--- src/rtl/multicycle_controller.sv ---
`default_nettype none
// +-----------------------------------------------------------------------------+
// | multicycle_controller: Moore sequencing FSM for a multi-cycle MIPS datapath |
// | Optional feature macro: MC_PERF_COUNTER_EN (cycleCount / instrCount ports)  |
// | Revision: 1.0                                                               |
// +-----------------------------------------------------------------------------+
module multicycle_controller #(
  parameter int TIMEOUT   = 15,
  parameter int CNT_WIDTH = 32
) (
  input  logic       clk,
  input  logic       reset,
  input  logic [5:0] opcode,
  input  logic       memReady,
  output logic       IorD,
  output logic       memRead,
  output logic       memWrite,
  output logic       irWrite,
  output logic       regDst,
  output logic       memToReg,
  output logic       regWrite,
  output logic       aluSrcA,
  output logic [1:0] aluSrcB,
  output logic [1:0] aluOp,
  output logic [1:0] pcSource,
  output logic       pcWrite,
  output logic       pcWriteCond,
  output logic [3:0] state,
  output logic       trap
`ifdef MC_PERF_COUNTER_EN
  ,
  output logic [CNT_WIDTH-1:0] cycleCount,
  output logic [CNT_WIDTH-1:0] instrCount
`endif
);

  typedef enum logic [3:0] {
    ST_FETCH  = 4'd0,
    ST_DECODE = 4'd1,
    ST_MEMADR = 4'd2,
    ST_MEMRD  = 4'd3,
    ST_MEMWB  = 4'd4,
    ST_MEMWR  = 4'd5,
    ST_EXEC   = 4'd6,
    ST_ALUWB  = 4'd7,
    ST_BRANCH = 4'd8,
    ST_JUMP   = 4'd9,
    ST_ADDIEX = 4'd10,
    ST_ADDIWB = 4'd11,
    ST_ERROR  = 4'd15
  } state_t;

  localparam logic [5:0] c_OP_R    = 6'b000000;
  localparam logic [5:0] c_OP_LW   = 6'b100011;
  localparam logic [5:0] c_OP_SW   = 6'b101011;
  localparam logic [5:0] c_OP_BEQ  = 6'b000100;
  localparam logic [5:0] c_OP_J    = 6'b000010;
  localparam logic [5:0] c_OP_ADDI = 6'b001000;
  localparam logic [7:0] c_TIMEOUT_M1 = 8'(TIMEOUT - 1);

  state_t     r_state;
  state_t     w_stateNext;
  logic [7:0] r_waitCnt;
  logic       w_waitState;
  logic       w_timedOut;

  assign w_waitState = (r_state == ST_FETCH) || (r_state == ST_MEMRD) || (r_state == ST_MEMWR);
  // The last permitted low cycle: memReady=1 here still succeeds, low traps.
  assign w_timedOut  = (r_waitCnt == c_TIMEOUT_M1);
  assign state       = r_state;

  always_ff @(posedge clk or posedge reset) begin
    if (reset) begin
      r_state <= ST_FETCH;
    end else begin
      r_state <= w_stateNext;
    end
  end

  always_ff @(posedge clk or posedge reset) begin
    if (reset) begin
      r_waitCnt <= 8'd0;
    end else if (w_stateNext != r_state) begin
      r_waitCnt <= 8'd0;
    end else if (w_waitState && !memReady) begin
      r_waitCnt <= r_waitCnt + 8'd1;
    end
  end

  always_comb begin
    w_stateNext = r_state;
    IorD        = 1'b0;
    memRead     = 1'b0;
    memWrite    = 1'b0;
    irWrite     = 1'b0;
    regDst      = 1'b0;
    memToReg    = 1'b0;
    regWrite    = 1'b0;
    aluSrcA     = 1'b0;
    aluSrcB     = 2'b00;
    aluOp       = 2'b00;
    pcSource    = 2'b00;
    pcWrite     = 1'b0;
    pcWriteCond = 1'b0;
    trap        = 1'b0;
    case (r_state)
      ST_FETCH: begin
        memRead = 1'b1;
        aluSrcB = 2'b01;
        if (memReady) begin
          irWrite     = 1'b1;
          pcWrite     = 1'b1;
          w_stateNext = ST_DECODE;
        end else if (w_timedOut) begin
          w_stateNext = ST_ERROR;
        end
      end
      ST_DECODE: begin
        aluSrcB = 2'b11;
        case (opcode)
          c_OP_LW, c_OP_SW: w_stateNext = ST_MEMADR;
          c_OP_R:           w_stateNext = ST_EXEC;
          c_OP_BEQ:         w_stateNext = ST_BRANCH;
          c_OP_J:           w_stateNext = ST_JUMP;
          c_OP_ADDI:        w_stateNext = ST_ADDIEX;
          default:          w_stateNext = ST_ERROR;
        endcase
      end
      ST_MEMADR: begin
        aluSrcA     = 1'b1;
        aluSrcB     = 2'b10;
        w_stateNext = (opcode == c_OP_LW) ? ST_MEMRD : ST_MEMWR;
      end
      ST_MEMRD: begin
        memRead = 1'b1;
        IorD    = 1'b1;
        if (memReady)        w_stateNext = ST_MEMWB;
        else if (w_timedOut) w_stateNext = ST_ERROR;
      end
      ST_MEMWB: begin
        regWrite    = 1'b1;
        memToReg    = 1'b1;
        w_stateNext = ST_FETCH;
      end
      ST_MEMWR: begin
        memWrite = 1'b1;
        IorD     = 1'b1;
        if (memReady)        w_stateNext = ST_FETCH;
        else if (w_timedOut) w_stateNext = ST_ERROR;
      end
      ST_EXEC: begin
        aluSrcA     = 1'b1;
        aluOp       = 2'b10;
        w_stateNext = ST_ALUWB;
      end
      ST_ALUWB: begin
        regWrite    = 1'b1;
        regDst      = 1'b1;
        w_stateNext = ST_FETCH;
      end
      ST_BRANCH: begin
        aluSrcA     = 1'b1;
        aluOp       = 2'b01;
        pcWriteCond = 1'b1;
        pcSource    = 2'b01;
        w_stateNext = ST_FETCH;
      end
      ST_JUMP: begin
        pcWrite     = 1'b1;
        pcSource    = 2'b10;
        w_stateNext = ST_FETCH;
      end
      ST_ADDIEX: begin
        aluSrcA     = 1'b1;
        aluSrcB     = 2'b10;
        w_stateNext = ST_ADDIWB;
      end
      ST_ADDIWB: begin
        regWrite    = 1'b1;
        w_stateNext = ST_FETCH;
      end
      ST_ERROR: begin
        trap = 1'b1;
      end
      default: w_stateNext = ST_ERROR;
    endcase
    // Async reset must silence every strobe immediately, not at the next edge.
    if (reset) begin
      IorD        = 1'b0;
      memRead     = 1'b0;
      memWrite    = 1'b0;
      irWrite     = 1'b0;
      regDst      = 1'b0;
      memToReg    = 1'b0;
      regWrite    = 1'b0;
      aluSrcA     = 1'b0;
      aluSrcB     = 2'b00;
      aluOp       = 2'b00;
      pcSource    = 2'b00;
      pcWrite     = 1'b0;
      pcWriteCond = 1'b0;
      trap        = 1'b0;
    end
  end

`ifdef MC_PERF_COUNTER_EN
  logic w_finalState;
  assign w_finalState = (r_state == ST_MEMWB) || (r_state == ST_MEMWR) || (r_state == ST_ALUWB) ||
                        (r_state == ST_BRANCH) || (r_state == ST_JUMP) || (r_state == ST_ADDIWB);

  always_ff @(posedge clk or posedge reset) begin
    if (reset) begin
      cycleCount <= '0;
      instrCount <= '0;
    end else begin
      if (r_state != ST_ERROR) cycleCount <= cycleCount + CNT_WIDTH'(1);
      if (w_finalState && (w_stateNext == ST_FETCH)) instrCount <= instrCount + CNT_WIDTH'(1);
    end
  end
`else
  logic [CNT_WIDTH-1:0] w_unusedCnt;
  assign w_unusedCnt = '0;
`endif

endmodule
`default_nettype wire

--- config.mk ---
export PLATFORM = sky130hd
export DESIGN_NAME = multicycle_controller
export DESIGN_NICKNAME = d
export VERILOG_FILES = /design/src/rtl/multicycle_controller.sv
export SDC_FILE = /design/constraint.sdc
export NUM_CORES = 1
export LEC_CHECK = 0
export CORE_ASPECT_RATIO = 1.25
export CORE_MARGIN = 2
export CORE_UTILIZATION = 47
export CTS_BUF_LIST = sky130_fd_sc_hd__clkbuf_8
export DETAILED_ROUTE_END_ITERATION = 6
export PLACE_DENSITY = 0.77
export SYNTH_ARGS = -nofsm -noshare
export SYNTH_HDL_FRONTEND = slang
export SYNTH_SLANG_ARGS = --single-unit
--- constraint.sdc ---
create_clock -name clk -period 2.2 [get_ports clk]
set_input_delay 0.22 -clock clk [delete_from_list [all_inputs] [get_ports clk]]
set_output_delay 0.22 -clock clk [all_outputs]
set_load 0.02 [all_outputs]
# Word level (Yosys, flattened, before mapping)
# Index checks and enable logic that the tools add are counted.
[classes] add_sub_neg=1 eq_ne=19 muxes=38 n_reduce_logical=14
[ops] operator="$pmux 4 s9" count=1
[ops] operator="$mux 1" count=22
[ops] operator="$eq 4x4->1 const B" count=5
[ops] operator="$pmux 4 s5" count=1
[ops] operator="$eq 4x3->1 const B" count=4
[ops] operator="$mux 4" count=4
[ops] operator="$mux 8" count=2
[ops] operator="$eq 6x6->1 const B" count=2
[ops] operator="$add 8x1->8 const B" count=1
[ops] operator="$eq 4x2->1 const B" count=2
[ops] operator="$eq 8x4->1 const B" count=1
[ops] operator="$pmux 2 s2" count=2
[ops] operator="$reduce_or 2->1" count=4
[ops] operator="$eq 6x2->1 const B" count=1
[ops] operator="$eq 6x3->1 const B" count=1
[ops] operator="$eq 6x4->1 const B" count=1
[ops] operator="$logic_not 6->1" count=1
[ops] operator="$mux 2" count=3
[ops] operator="$pmux 2 s3" count=1
[ops] operator="$reduce_or 5->1" count=1
[ops] operator="$eq 4x1->1 const B" count=1
[ops] operator="$logic_not 4->1" count=1
[ops] operator="$ne 4x4->1" count=1
[ops] operator="$reduce_or 4->1" count=1
[ops] operator="other kinds (7)" count=8
[totals] regBits=12 out_inout_bits=21 wordCells=74

# Logic depth before layout (Yosys ltp)
# Gate-level depths: netlist of the first run.
[depth] word_depth=6 depth_mapped=8

# Worst setup path after synthesis of the first run
# Ideal clock, no wire load.
[synth_path] path_type="flip-flop to output port" startpoint="register r_state[3], in the netlist state[3]" endpoint="output aluSrcA" arrival_ps=2057 setup_slack_ps=-77 stages_incl_launch_ff=4 n_path_buf=1 cell_sequence="dfrtp_1 -> clkbuf_1 -> inv_1 -> a2111oi_0"
[synth_via] elab_chain_cells=4
[synth_lines] element="start: declaration" line_no="61" source="state_t r_state;"
[synth_lines] element="start signal: assignment" line_no="76" source="r_state <= w_stateNext;"
[synth_lines] element="$eq 4x4->1 (tied with other cells)" line_no="106" source="case (r_state)"
[synth_lines] element="$reduce_or 4->1 (no line) *"
[synth_lines] element="$mux 1 *" line_no="106"
[synth_lines] element="$mux 1 *" line_no="188" source="if (reset) begin"
[synth_lines] element="end: declaration" line_no="22" source="output logic aluSrcA,"
# Every way passes the cells marked *; elsewhere a longest branch is shown, timed or not.

# Worst setup path in the final report of the first run
[layout_path] startpoint="register r_state[3], in the netlist state[3]" endpoint="register r_waitCnt[7]"
[layout_via] elab_chain_cells=5
[layout_lines] element="$eq 4x4->1 (tied with other cells)" line_no="106"
[layout_lines] element="$reduce_or 5->1 (no line) (tied with other cells)"
[layout_lines] element="$pmux 4 s9 or $logic_or 1x1->1 (tied branches)" line_no="106, 67"
[layout_lines] element="$ne 4x4->1 or $logic_and 1x1->1 (tied branches)" line_no="83, 85"
[layout_lines] element="$mux 8 or $reduce_bool 2->1 (tied branches)"
[layout_lines] element="end signal: assignment" line_no="86" source="r_waitCnt <= r_waitCnt + 8'd1;"
[layout_lines] element="end: declaration" line_no="63" source="logic [7:0] r_waitCnt;"
# Several ways; a longest one is shown, not always the timed one.
# A chain may end at the register's enable or synchronous reset.

==> results of run 1 <==
area by class of cell:
type                       instances  area (µm²)  share of cell area
clock buffer                       3        41.3              0.0246
inverter                           4        15.0             0.00896
timing repair buffer              50         455               0.272
sequential                        12         303               0.181
multi-input combinational        123         821               0.490
tap                               33        41.3              0.0246
path summary, 6_finish.rpt:
path                           endpoint          from  cells after the start
max reg2reg                r_waitCnt[7]      state[3]                      6
min in group asynchronous  r_waitCnt[0]         reset                      3
min reg2reg                r_waitCnt[6]  r_waitCnt[6]                      2
min                        r_waitCnt[6]  r_waitCnt[6]                      2
max in group asynchronous      state[0]         reset                      3
max                        r_waitCnt[7]      state[3]                      6
metal layers:
layer	part of all wire	wire [µm]	global-route usage
met2	0.57	1900	0.472
met1	0.38	1290	0.280
met3	0.036	121	0.00750
met5	0	0	0
met4	0.015	51	0.127
sequential cells by signal, summed over array words and instances, names as in the netlist:
name,flops
state,4
r_waitCnt,8
logic make-up (layout without fill, tap and decap cells):
family,Yosys count,in the layout,share of synthesized area
AO/OA/AOI/OAI,33,33,0.203
XOR/XNOR,10,10,0.0752
adder cells (fa/ha/maj),3,3,0.0301
buffers and inverters,16,57,0.0601
flip-flops,12,12,0.258
AND/OR/NAND/NOR,77,77,0.374
power groups by stage:
stage	Combinational (mW)	Sequential (mW)	Clock, mW
5_1_grt	1.47	0.361	0.210
3_3_place_gp	1.32	0.343	0
3_5_place_dp	1.33	0.346	0
2_1_floorplan	0.835	0.352	0
6_report	1.36	0.353	0.196
4_1_cts	1.34	0.345	0.198
tightest hold or removal path, delay by kind of cell (launching register included):
family	cells	cell delay (ns)
xor gates and xnor gates	1	0.08
DFF	1	0.37
and+or+nand+nor	1	0.08
through the flow:
stage	total power, mW	hold slack [ns]	cell area (µm²)
final	1.91	0.564	1680
after global routing	2.04	0.624	1680
after CTS	1.88	0.572	1640
after detailed placement	1.68	0.558	1600
after global placement	1.66	0.553	1600
after floorplan	1.19	0.297	1170
timing repair:
| item | in CTS | in global routing |
|---|---|---|
| endpoints found under the setup margin | 4 | 14 |
| endpoints found under the hold margin | 0 | 0 |
| gates resized for setup | 5 | 9 |
placed cells by master, fill, tap and decap left out, types with 2 or more instances in the layout:
cell type,n
and2_1,2
nor2_1,19
dfrtp_2,2
a211oi_2,2
clkbuf_8,3
clkdlybuf4s50_1,23
inv_1,4
o311ai_0,2
or3_1,3
nor4_1,4
xnor2_1,3
dlymetal6s2s_1,4
nor3_1,7
dfrtp_1,10
nor2b_1,3
nand3_1,3
o21ai_0,10
dlygate4sd2_1,2
nand4_1,4
o211ai_1,4
nor3b_1,2
a31oi_1,3
xor2_1,7
and3_1,5
nand2_1,10
ha_1,2
buf_4,21
a21oi_1,3
nand4b_1,2
==> results.json, run 1 <==
{
  "outcome": "finished clean",
  "synth_common_cells": "nor2_1, dfrtp_1, nand2_1, o21ai_0",
  "grt_pass1_vias": 1219,
  "io_buffers": 29,
  "gp_congestion": 0.909,
  "clock_path_buffers": 2,
  "yosysTopAreaCell": "dfrtp_1",
  "end_kind": "flip-flop",
  "cts_tree": "done",
  "drv_slew": 0,
  "slowest_stage": "dfrtp_1",
  "hold_viol": 0,
  "finalNonFillerCells": 225,
  "grt_max_degree": 16,
  "ys_ff_latch": 12,
  "ir_worst_vdd_uv": 691,
  "fin_ws_ns": 0.0578,
  "cts_buffers": 3,
  "final_nets": 205,
  "core-area_um2": 2400,
  "p_int_mw": 1.00,
  "relSlewSlack": 0.704,
  "postSynthAreaPerCell_um2": 7.71,
  "ys_types": 46,
  "critPathRequiredTime_ns": 2.36,
  "drive_above_1_share": 0.193,
  "synth_edf_count": 0,
  "netlist_top_cells_area": "dfrtp_1, nor2_1, xor2_1, o21ai_0, a211oi_2",
  "htree_levels": 1,
  "pwr-share-seq": 0.185,
  "std_cell_rows": 20,
  "ys_async_sr_fraction": 1.00,
  "drc": 0,
  "wl_mm": 3.36,
  "dr.first_iter.drc_count": 49,
  "synth_area_um2": 1160,
  "dpl.cell_count": 222,
  "p_sw_uw": 907,
  "antenna_found_initial": 0,
  "path_max_fanout": 7,
  "holdBufCountCts": 0,
  "synth_top_area_frac": 0.258,
  "power_frac_comb": 0.712,
  "yosysMostFrequentCell": "nor2_1",
  "dpl.hpwl_mm": 2.67,
  "place_ws_ns": -0.155,
  "synthesis.nets": 162,
  "clock.fmax_mhz": 467,
  "vias_per_cell": 5.84,
  "hold_path.class": "reg -> reg",
  "crit_buf_inv": 0,
  "rsz0062_at_grt": "true",
  "critPathArrivalTime_ns": 2.30,
  "fillers": 211,
  "worst_pin_slew_ns": 0.438,
  "fp.dieW_um": 48.5,
  "power_frac_clock": 0.103,
  "leakagePower_nw": 0.731,
  "post_cts_buffers": 0,
  "finalSetupViolations": 0,
  "yosysSeqAreaShare": 0.258,
  "die_area_um2": 2900,
  "ys_warn_count": 0,
  "num_io_pins": 30,
  "cts_sinks": 12,
  "start_util": 0.485,
  "clock-root-buffer": "clkbuf_8",
  "vias": 1313,
  "cp_cell_sequence": "or2_0 > nor4_1 > or2_1 > nand4_1 > or3_1 > a21oi_1",
  "grt_first_pass_wirelength_mm": 5.51,
  "r2r_slack_ns": 0.06,
  "firstDrtPassIters": 4,
  "finalCritPeriodShare": 0.974,
  "utilization": 0.698,
  "areaGrowthSynthToFinish_pct": 43.9,
  "wl_per_cell_um": 14.9,
  "start_kind": "flip-flop",
  "max_stage_delay_ns": 0.46,
  "grt-ovfl-total": 0,
  "swShare": 0.475,
  "criticalPathCategory": "reg -> reg",
  "clkTransAtPathRegs_ns": 0.05,
  "ant_nets": 0,
  "die_height_um": 59.7,
  "clock_latency_ns": 0.24,
  "power_density_nw_per_um2": 1140,
  "crit_family": "simple AND/OR/NAND/NOR gates",
  "grt_usage": 0.245,
  "ys.flop_type": "dfrtp_1",
  "synthCells": 151,
  "fin_crit_ns": 2.14,
  "n_antenna_cell": 0,
  "drv_cap": 0,
  "fin_setup_tns_ns": 0,
  "finClkSkew_ns": 0.00204
}
Note: power is estimated with default switching activity, not from simulation.
==> run 2: changes to the inputs <==
--- a/config.mk
+++ b/config.mk
@@ -11,6 +11,7 @@
 export CTS_BUF_LIST = sky130_fd_sc_hd__clkbuf_8
 export DETAILED_ROUTE_END_ITERATION = 6
 export PLACE_DENSITY = 0.77
+export SLEW_MARGIN = 20
 export SYNTH_ARGS = -nofsm -noshare
 export SYNTH_HDL_FRONTEND = slang
 export SYNTH_SLANG_ARGS = --single-unit
==> results of run 2 <==
No change in the layout: final DEF, timing and power equal those of run 1.
==> run 3: changes to the inputs <==
--- a/config.mk
+++ b/config.mk
@@ -8,7 +8,7 @@
 export CORE_ASPECT_RATIO = 1.25
 export CORE_MARGIN = 2
 export CORE_UTILIZATION = 47
-export CTS_BUF_LIST = sky130_fd_sc_hd__clkbuf_8
+export CTS_BUF_LIST = sky130_fd_sc_hd__clkbuf_4
 export DETAILED_ROUTE_END_ITERATION = 6
 export PLACE_DENSITY = 0.77
 export SLEW_MARGIN = 20
==> constraint.sdc (replaced) <==
create_clock -name clk -period 2.2 [get_ports clk]
set_input_delay 0.44 -clock clk [delete_from_list [all_inputs] [get_ports clk]]
set_output_delay 0.44 -clock clk [all_outputs]
set_load 0.02 [all_outputs]
==> run 3 against run 2 <==
Sequential power decreased by 5%. Power increased by 1.1%. Sequential cell count unchanged. Wire length increased by 7.8%. Die area unchanged. Via count increased by 6.6%. Global-route usage increased by 0.26 points. Clock skew increased by 0.0077 ns. Final area increased by 4.5%. Critical endpoint is now r_waitCnt[1]. Largest cell class unchanged.
==> results.json, run 3 (synthesized netlist as in run 1, its figures left out) <==
{
  "cp_cell_sequence": "clkdlybuf4s50_1 > or4_1 > nor2_2 > o211ai_1 > a211oi_2 > nand4b_4 > a211oi_2",
  "grt-ovfl-total": 0,
  "power_frac_comb": 0.757,
  "placed_cell_area_um2": 1670,
  "final_cell_mix": "buf_4, nor2_1, dlygate4sd2_1",
  "die_area_um2": 2900,
  "grt_pass1_vias": 1316,
  "r2r_slack_ns": 0.11,
  "crit_buf_inv": 1,
  "path_max_fanout": 8,
  "crit_family": "simple AND/OR/NAND/NOR gates",
  "power_frac_clock": 0.069,
  "relSlewSlack": 0.612,
  "largest_register_ffs": 8,
  "die_height_um": 59.7,
  "path_depth": 7,
  "slowest_stage": "clkdlybuf4s50_1",
  "ir_worst_vdd_uv": 933,
  "crit_path_start": "opcode[4]",
  "stdcell_area_um2": 1750,
  "place_ws_ns": -0.380,
  "fp.dieW_um": 48.5,
  "drv_slew": 0,
  "path_common_cell": "a211oi_2",
  "ant_nets": 0,
  "clock_latency_ns": 0.28,
  "clock_path_buffers": 2,
  "clock.fmax_mhz": 464,
  "wl_per_cell_um": 15.4,
  "final_nets": 215,
  "htree_levels": 1,
  "vias": 1400,
  "drive_above_1_share": 0.302,
  "finalCritPeriodShare": 0.980,
  "finClkSkew_ns": 0.00978,
  "n_antenna_cell": 0,
  "outcome": "finished clean",
  "hold_path.class": "in -> async",
  "total_power_mw": 1.93,
  "antenna_found_initial": 0,
  "max_stage_delay_ns": 0.44,
  "swShare": 0.490,
  "pwr-share-seq": 0.174,
  "critPathArrivalTime_ns": 2.36,
  "clkTransAtPathRegs_ns": 0.07,
  "grt_usage": 0.247,
  "cts_sinks": 12,
  "critPathRequiredTime_ns": 2.40,
  "finalSetupViolations": 0,
  "areaGrowthSynthToFinish_pct": 50.4,
  "dr.first_iter.drc_count": 61,
  "cts_tree": "done",
  "core-area_um2": 2400,
  "utilization": 0.729,
  "fin_ws_ns": 0.0449,
  "p_sw_uw": 946,
  "crit_path_end": "r_waitCnt[1]",
  "fin_crit_ns": 2.16,
  "start_util": 0.485,
  "wl_mm": 3.62,
  "rr_worst_depth": 9,
  "start_kind": "primary input",
  "grt_max_degree": 18,
  "drv_cap": 0,
  "dpl.hpwl_mm": 2.77,
  "p_int_uw": 984,
  "power_density_nw_per_um2": 1100,
  "criticalPathCategory": "in -> reg",
  "grt_first_pass_wirelength_mm": 5.66,
  "final_common_cell": "buf_4",
  "leakagePower_nw": 0.796,
  "end_kind": "flip-flop",
  "gp_congestion": 0.979,
  "clock-root-buffer": "clkbuf_4",
  "io_buffers": 29,
  "regMostFlops": "r_waitCnt",
  "drc": 0,
  "hold_viol": 0,
  "holdBufCountCts": 0,
  "timing.rr.end": "r_waitCnt[7]",
  "worst_pin_slew_ns": 0.576,
  "std_cell_rows": 20,
  "num_io_pins": 30,
  "vias_per_cell": 5.96,
  "cts_buffers": 3,
  "firstDrtPassIters": 4,
  "fin_setup_tns_ns": 0,
  "r2r-start": "state[2]"
}
run 3: cell type report:
class                   instances  area (µm²)
multi-input cells             123         866
fillers                       210         651
repair buffers                 60         505
flip-flops and latches         12         302
well taps                      33        41.3
clock buffers                   3        22.5
inverters                       4        15.0
run 3: layer usage:
| layer | wire length [µm] | track usage |
|---|---|---|
| met1 | 1410 | 0.290 |
| met2 | 1990 | 0.462 |
| met3 | 194 | 0.0450 |
| met4 | 23 | 0.0776 |
| met5 | 0 | 0 |
run 3: timing repair:
item                                    in CTS  in global routing
gates resized for setup                     22                 33
setup buffers                                0                  2
endpoints found under the setup margin      22                 15
pin swaps                                    4                 13
run 3: worst register-to-register path: stages, from the launching register on:
cell and delay, ns:
dfrtp_2 0.45, buf_6 0.15, buf_6 0.13, nor2b_2 0.17
nor4_2 0.29, or2_1 0.22, nand4_1 0.14, buf_4 0.17
o21ai_1 0.18, a21oi_2 0.08
run 3: worst min path at each step:
stage,endpoint,slack [ns],cells past startpoint
floorplan,r_waitCnt[6],0.52,2
global placement,r_waitCnt[7],0.55,2
detailed placement,r_waitCnt[7],0.56,2
CTS,r_waitCnt[4],0.55,3
global route,r_waitCnt[4],0.57,3
finish,r_waitCnt[4],0.54,3
run 3: per-stage QoR:
step | cells | hold slack (ns)
3_3_place_gp | 230 | 0.554
6_report | 235 | 0.541
3_5_place_dp | 230 | 0.560
4_1_cts | 233 | 0.546
5_1_grt | 235 | 0.567
2_1_floorplan | 151 | 0.518
run 3: power by group through the flow:
stage | sequential [mW] | combinational (mW) | clock (mW)
2_1_floorplan | 0.352 | 0.838 | 0
3_3_place_gp | 0.330 | 1.38 | 0
3_5_place_dp | 0.332 | 1.41 | 0
4_1_cts | 0.327 | 1.37 | 0.134
5_1_grt | 0.340 | 1.57 | 0.145
6_report | 0.335 | 1.46 | 0.133
